`config.mk`:
```
export PLATFORM = sky130hd
export DESIGN_NAME = decoder_pipe
export DESIGN_NICKNAME = d
export VERILOG_FILES = /design/src/rtl/decoder_pipe.sv
export SDC_FILE = /design/constraint.sdc
export NUM_CORES = 1
export LEC_CHECK = 0
export CAP_MARGIN = 0
export CORE_UTILIZATION = 51
export DETAILED_ROUTE_END_ITERATION = 8
export PLACE_DENSITY = 0.84
export SYNTH_ARGS = -nofsm -noshare
export SYNTH_HDL_FRONTEND = slang
export SYNTH_SLANG_ARGS = --single-unit
```
`constraint.sdc`:
```
create_clock -name clk -period 1.7 [get_ports clk]
set_clock_uncertainty 0.15 [all_clocks]
set_input_delay 0.17 -clock clk [delete_from_list [all_inputs] [get_ports clk]]
set_output_delay 0.17 -clock clk [all_outputs]
set_load 0.02 [all_outputs]
```
`src/rtl/decoder_pipe.sv`:
```
// rtl/decoder_pipe.sv - pipelined binary decoder with mode select, range check and skid buffer
// Optional error counter (err_clr/err_cnt ports) enabled by DECODER_PIPE_ERR_CNT_EN.
module decoder_pipe #(
    parameter int IN_W  = 3,
    parameter int OUT_W = 8
) (
    input  logic             clk,
    input  logic             rst_n,
    input  logic             in_valid,
    output logic             in_ready,
    input  logic [IN_W-1:0]  in_a,
    input  logic [1:0]       in_mode,
    output logic             out_valid,
    input  logic             out_ready,
    output logic [OUT_W-1:0] out_y,
    output logic             out_err
`ifdef DECODER_PIPE_ERR_CNT_EN
    ,
    input  logic             err_clr,
    output logic [7:0]       err_cnt
`endif
);

    logic [OUT_W-1:0] dec_y;
    logic             dec_err;
    logic [31:0]      k;

    logic             skid_valid;
    logic [OUT_W-1:0] skid_y;
    logic             skid_err;

    logic             accept;
    logic             drain;

    always_comb begin
        dec_y   = '0;
        dec_err = 1'b0;
        k       = 32'(in_a);
        if (in_mode == 2'b11 || k >= 32'(OUT_W)) begin
            dec_err = 1'b1;
        end else begin
            for (int i = 0; i < OUT_W; i++) begin
                case (in_mode)
                    2'b00:   dec_y[i] = (k == 32'(i));
                    2'b01:   dec_y[i] = (32'(i) <= k);
                    default: dec_y[i] = (k != 32'(i));
                endcase
            end
        end
    end

    // in_ready comes straight from a flop, so out_ready never reaches it combinationally.
    assign in_ready = !skid_valid;
    assign accept   = in_valid && in_ready;
    assign drain    = out_valid && out_ready;

    always_ff @(posedge clk or negedge rst_n) begin
        if (!rst_n) begin
            out_valid  <= 1'b0;
            out_y      <= '0;
            out_err    <= 1'b0;
            skid_valid <= 1'b0;
            skid_y     <= '0;
            skid_err   <= 1'b0;
        end else if (!out_valid || out_ready) begin
            // Output stage free this cycle: skid has priority to keep FIFO order.
            if (skid_valid) begin
                out_valid  <= 1'b1;
                out_y      <= skid_y;
                out_err    <= skid_err;
                skid_valid <= 1'b0;
            end else if (accept) begin
                out_valid <= 1'b1;
                out_y     <= dec_y;
                out_err   <= dec_err;
            end else begin
                out_valid <= 1'b0;
            end
        end else if (accept) begin
            skid_valid <= 1'b1;
            skid_y     <= dec_y;
            skid_err   <= dec_err;
        end
    end

`ifdef DECODER_PIPE_ERR_CNT_EN
    always_ff @(posedge clk or negedge rst_n) begin
        if (!rst_n) begin
            err_cnt <= 8'h00;
        end else if (err_clr) begin
            err_cnt <= 8'h00;
        end else if (drain && out_err && err_cnt != 8'hFF) begin
            err_cnt <= err_cnt + 8'h01;
        end
    end
`else
    logic unused_drain;
    assign unused_drain = drain;
`endif

endmodule

```
==> metrics, run 1 <==
HPWL after DPL 1.79 mm; first-pass GRT wire length 4.14 mm; Max FO, Critical Path 2; max frequency 624 MHz; top cell type's share of synthesized area 43.1%; Setup-failing EPs final 0; synthesized flop and latch total 20; Area growth syn-to-layout 22.6%; Buf+Inv Stages, Crit Path 1; simple-gate share of the synthesized area 21.5%; min Tclk post-route 1.60 ns; num rows 16; CP arrival 1.28 ns; Post-route DRC 0; family with the most delay on the worst path buffers and inverters; reg2reg path depth 5; area leader, netlist dfrtp_1; gpl congestion 0.862; CP Launch Type register; clock latency on the worst-skew pair 0.30 ns; complex-gate fraction of the synthesized area 22.3%; largest net degree at the start of global routing 21; RSZ-0062 raised after global routing no; Crit-path slowest cell clkdlybuf4s50_1; vias in the first global route 915; final WL 2.31 mm; Static Leakage 0.616 nW; Max Root-Sink Buffers 2; crit path cell chain clkdlybuf4s50_1; Worst-path clk slew 0.12 ns; DP Area 1390 um^2; area of the mapped netlist 1160 um^2; sequential share of the synthesized area 43.1%; GRT Total Usage 22.0%; Remaining Overflow, GRT 0; CTS tree yes; period utilization 94.2%; cell count after synthesis 124; Final #Nets 161; Port-buffer cells 19; xor/xnor share of the synthesized area 1.51%; post-cts gate resize count 1; worst min path class in -> async; CP endpoint kind output port; Tightest Pin Transition 0.428 ns; IO Count 20; Slew Limit Fails 0; final instance area 1430 um^2; FF-to-FF Start skid_valid; Final Power 1.32 mW; Avg WL per Cell 13.0 um; RR Endpoint out_y[6]; H-tree depth 1; syn avg cell area 9.37 um^2; Vias/cell 5.57; Max-Cap Viols 0; post-route antenna net violation count 0; R2R Setup Slk 0.17 ns; share of cells above drive strength 1 17.2%; outcome completed; CP max stage delay 0.61 ns; main combinational cell family by area after synthesis compound AO/OA/AOI/OAI gates; number of DRC markers in iteration 0 28; Setup Buffers After CTS 0; CP Data Required Time 1.38 ns; mux contribution to synthesized area 1.29%; Core Region 2040 um^2; root buf cell clkbuf_4; FILL cells 186; Syn Nets 133; Starting Density 56.9%; Unique masters post-synth 36; TritonCTS sink count 20; Num CTS Buffers 3; yosys warns 0; VDD IR max 0.672 mV; Power Dens Cells 927 nW/um^2; drt pass-1 iters 4; WS Path Type reg -> out; relative slew slack 71.4%; Die ar. 2470 um^2; top post-synthesis cells by area dfrtp_1, nand2_1, buf_6; Die Y 49.7 um; Antenna Cells 0; Synth Area in Adders 0%; cts hold-fix bufs 0; initial antenna violation count 0; die width 49.7 um; Via Count 991; Fin. Hold Viols 0
-- where the power goes --
group	internal [mW]	total, mW	switching, mW	leakage, nW
Combinational	0.202	0.427	0.225	0.343
Sequential	0.567	0.614	0.0469	0.251
Clock	0.131	0.280	0.149	0.0210
-- worst max path at each step --
stage / slack, ns / endpoint / from / cells after the start
after floorplan: 0.28 / skid_y[2] / out_valid / 6
after global placement: -0.06 / out_y[6] / in_mode[1] / 6
after detailed placement: -0.09 / out_y[1] / in_mode[1] / 5
after CTS: 0.05 / out_y[5] / skid_valid / 4
after global routing: 0.05 / out_err / out_err / 1
final: 0.1 / out_y[7] / out_y[7] / 1
-- metrics by stage --
| step | cells | util (%) | setup WS [ns] | TNS, ns | hold WS (ns) |
|---|---|---|---|---|---|
| floorplan | 124 | - | 0.282 | 0 | -0.276 |
| global placement | 174 | 67.9 | -0.0610 | -0.0856 | 0.313 |
| detailed placement | 174 | 67.9 | -0.0917 | -0.217 | 0.324 |
| CTS | 178 | 69.6 | 0.0539 | 0 | 0.0563 |
| global route | 178 | 69.8 | 0.0507 | 0 | 0.0886 |
| finish | 178 | 69.8 | 0.0983 | 0 | 0.0446 |
-- synth_stat cells (all sizes together) --
library cell and count:
nand2 25, dfrtp 20, o21ai 13, buf 8, nor2 8, o211ai 6, nand3 5, a21oi 4
inv 4, nand2b 3, nand3b 3, a31oi 2, clkbuf 2, nand4 2, o21a 2, o311ai 2
a211oi 1, a21o 1, a221oi 1, and3 1, mux2 1, nor2b 1, nor3 1, nor3b 1
o311a 1, o31ai 1, o32a 1, o32ai 1, o41ai 1, xnor2 1, xor2 1
-- per-layer routing --
layer,vias up,global-route usage [%],part of all wire (%)
met1,454,29.8,45
met3,5,2.16,4.0
li1,496,-,-
met4,0,10.0,1.8
met5,-,0,0
met2,36,35.4,50
-- state kept, by name (all words and copies together), names as in the netlist --
signal,cells
out_err,1
out_valid,1
out_y,8
skid_err,1
skid_valid,1
skid_y,8
-- cells in the final DEF, fill, tap and decap left out, types with 2 or more instances in the layout --
cell / n
a21oi_1: 4
a31oi_1: 2
buf_4: 14
clkbuf_4: 3
clkdlybuf4s50_1: 18
dfrtp_1: 20
inv_1: 4
nand2_1: 24
nand2b_1: 3
nand3_1: 5
nand3b_1: 2
nand4_1: 2
nor2_1: 7
o211ai_1: 6
o21a_1: 2
o21ai_0: 3
o21ai_1: 9
o311ai_1: 2
-- area by class of cell --
| cell class | count | area, um^2 | area share (%) |
|---|---|---|---|
| repair buffers | 33 | 294 | 20.6 |
| inverters | 4 | 15.0 | 1.05 |
| well taps | 27 | 33.8 | 2.37 |
| clock buffers | 4 | 36.3 | 2.55 |
| multi-input cells | 90 | 546 | 38.3 |
| flip-flops and latches | 20 | 500 | 35.1 |
-- kinds of logic after synthesis --
| family | Yosys count |
|---|---|
| simple gates | 50 |
| compound gates | 37 |
| flops | 20 |
| xor+xnor | 2 |
| buf+inv | 14 |
| mux | 1 |
Power figures use the tool's default switching activity.
==> run 2: changes to the inputs <==
--- a/config.mk
+++ b/config.mk
@@ -6,6 +6,7 @@
 export NUM_CORES = 1
 export LEC_CHECK = 0
 export CAP_MARGIN = 0
+export CORE_ASPECT_RATIO = 1.1
 export CORE_UTILIZATION = 51
 export DETAILED_ROUTE_END_ITERATION = 8
 export PLACE_DENSITY = 0.84
==> metrics, run 2 (synthesized netlist as in run 1, its figures left out) <==
outcome completed; Crit-path slowest cell clkdlybuf4s50_1; final instance area 1470 um^2 (+2.9%); IO Count 20 (unchanged); period utilization 95.0% (+0.83 points); Die ar. 2470 um^2 (about the same); Sequential Power Share 42.3% (-4.1 points); Via Count 1036 (+4.5%); Max FO, Critical Path 2 (unchanged); CP arrival 1.30 ns (+0.02 ns); Post-route DRC 0 (unchanged); H-tree depth 1 (unchanged); Worst-path clk slew 0.12 ns (about the same); family with the most delay on the worst path buffers and inverters; Tightest Pin Transition 0.396 ns (-0.0321 ns); Core Region 2080 um^2 (+2.1%); max frequency 619 MHz (-0.87%); Max Root-Sink Buffers 2 (unchanged); min Tclk post-route 1.62 ns (+0.0141 ns); num rows 17 (+1); clock share of power 27.4% (+6.2 points); GRT Total Usage 24.1% (+2.1 points); gpl congestion 0.809 (-6.1%); Power Dens Cells 992 nW/um^2 (+7.1%); largest net degree at the start of global routing 21 (unchanged); R2R Setup Slk 0.22 ns (+0.05 ns); P_int 1.01 mW (+13%); FF-to-FF Start skid_valid; Top Registers out_y x8, skid_y x8; tightest hold margin 0.0298 ns (-0.0147 ns); VDD IR max 0.658 mV (-2.0%); relative slew slack 73.2% (+1.7 points); drt pass-1 iters 4 (unchanged); clock latency on the worst-skew pair 0.32 ns (+0.02 ns); reg2reg path depth 5 (unchanged); Num CTS Buffers 3 (unchanged); worst setup path startpoint out_y[7]; CP max stage delay 0.61 ns (about the same); Final #Nets 163 (+1.2%); share of cells above drive strength 1 17.6% (+0.43 points); die width 47.5 um (-4.5%); Final Power 1.46 mW (+10%); commonest non-fill, non-tap cell in the layout nand2_1; RR Endpoint out_y[6]; WS Path Type reg -> out; CP endpoint kind output port; post-route antenna net violation count 0 (unchanged); most frequent cells in the layout nand2_1, dfrtp_1, clkdlybuf4s50_1; Static Leakage 0.635 nW (+3.2%); final WL 2.58 mm (+12%); Avg WL per Cell 14.2 um (+9.7%); number of DRC markers in iteration 0 13 (-54%); Setup-failing EPs final 0 (unchanged); Buf+Inv Stages, Crit Path 1 (unchanged); DP Area 1420 um^2 (+2.1%); Combinational Power Share 30.3% (-2.0 points); first-pass GRT wire length 4.17 mm (+0.82%); Psw 0.442 mW (+4.8%); vias in the first global route 942 (+3.0%); HPWL after DPL 1.93 mm (+8.1%); root buf cell clkbuf_4; final cell count without fillers 181 (+1.7%); initial antenna violation count 0 (unchanged); Antenna Cells 0 (unchanged); Fin. Hold Viols 0 (unchanged); Slew Limit Fails 0 (unchanged); CP Launch Type register; Remaining Overflow, GRT 0 (unchanged); Switching Share 30.3% (-1.5 points); Vias/cell 5.72 (+2.8%); crit path cell chain clkdlybuf4s50_1; pre-CTS setup slack -0.0984 ns (-0.00669 ns); Max-Cap Viols 0 (unchanged); PnR worst setup slack 0.0843 ns (-0.0141 ns); worst min path class in -> async; RSZ-0062 raised after global routing no; Post-Route Setup TNS 0 ns (unchanged); Placed Cells 177 (+1.7%); CP Data Required Time 1.38 ns (about the same); Area growth syn-to-layout 26.2%; Port-buffer cells 19 (unchanged); CTS tree yes; Die Y 52.1 um (+4.7%); Starting Density 55.8% (-1.2 points); fin util 70.3% (+0.56 points); TritonCTS sink count 20 (unchanged)
## run 2: worst max-delay path by stage
stage / to / slack, ns / cells after the start
after floorplan: skid_y[2] / 0.28 / 6
after global placement: out_y[1] / -0.02 / 7
after global routing: out_y[7] / 0.04 / 1
after detailed placement: out_y[1] / -0.1 / 7
after CTS: out_y[7] / 0.07 / 1
final: out_y[7] / 0.08 / 1
## run 2: layout make-up
type / instances / area, um^2
Clock buffer: 3 / 22.5
Clock inverter: 1 / 30.0
Fill cell: 181 / 618
Inverter: 4 / 15.0
Multi-Input combinational cell: 90 / 542
Sequential cell: 20 / 500
Tap cell: 28 / 35.0
Timing Repair Buffer: 35 / 322
## run 2: power by group through the flow
stage,Sequential [mW],Clock (mW),Combinational (mW)
floorplan,0.676,0,0.204
global placement,0.619,0,0.427
detailed placement,0.626,0,0.445
CTS,0.616,0.406,0.444
global route,0.628,0.413,0.480
finish,0.616,0.398,0.441
## run 2: per-layer routing
layer | GRT usage [%] | up-vias | share of wire, %
met5 | 0 | - | 0
met2 | 39.7 | 26 | 51
li1 | - | 497 | -
met1 | 30.0 | 508 | 45
met3 | 1.39 | 5 | 2.5
met4 | 13.8 | 0 | 2.2
## run 2: repair_timing
item	in CTS	in global routing
resized for setup	1	0
hold buffers	0	0
setup buffers	0	0
endpoints found under the setup margin	1	0
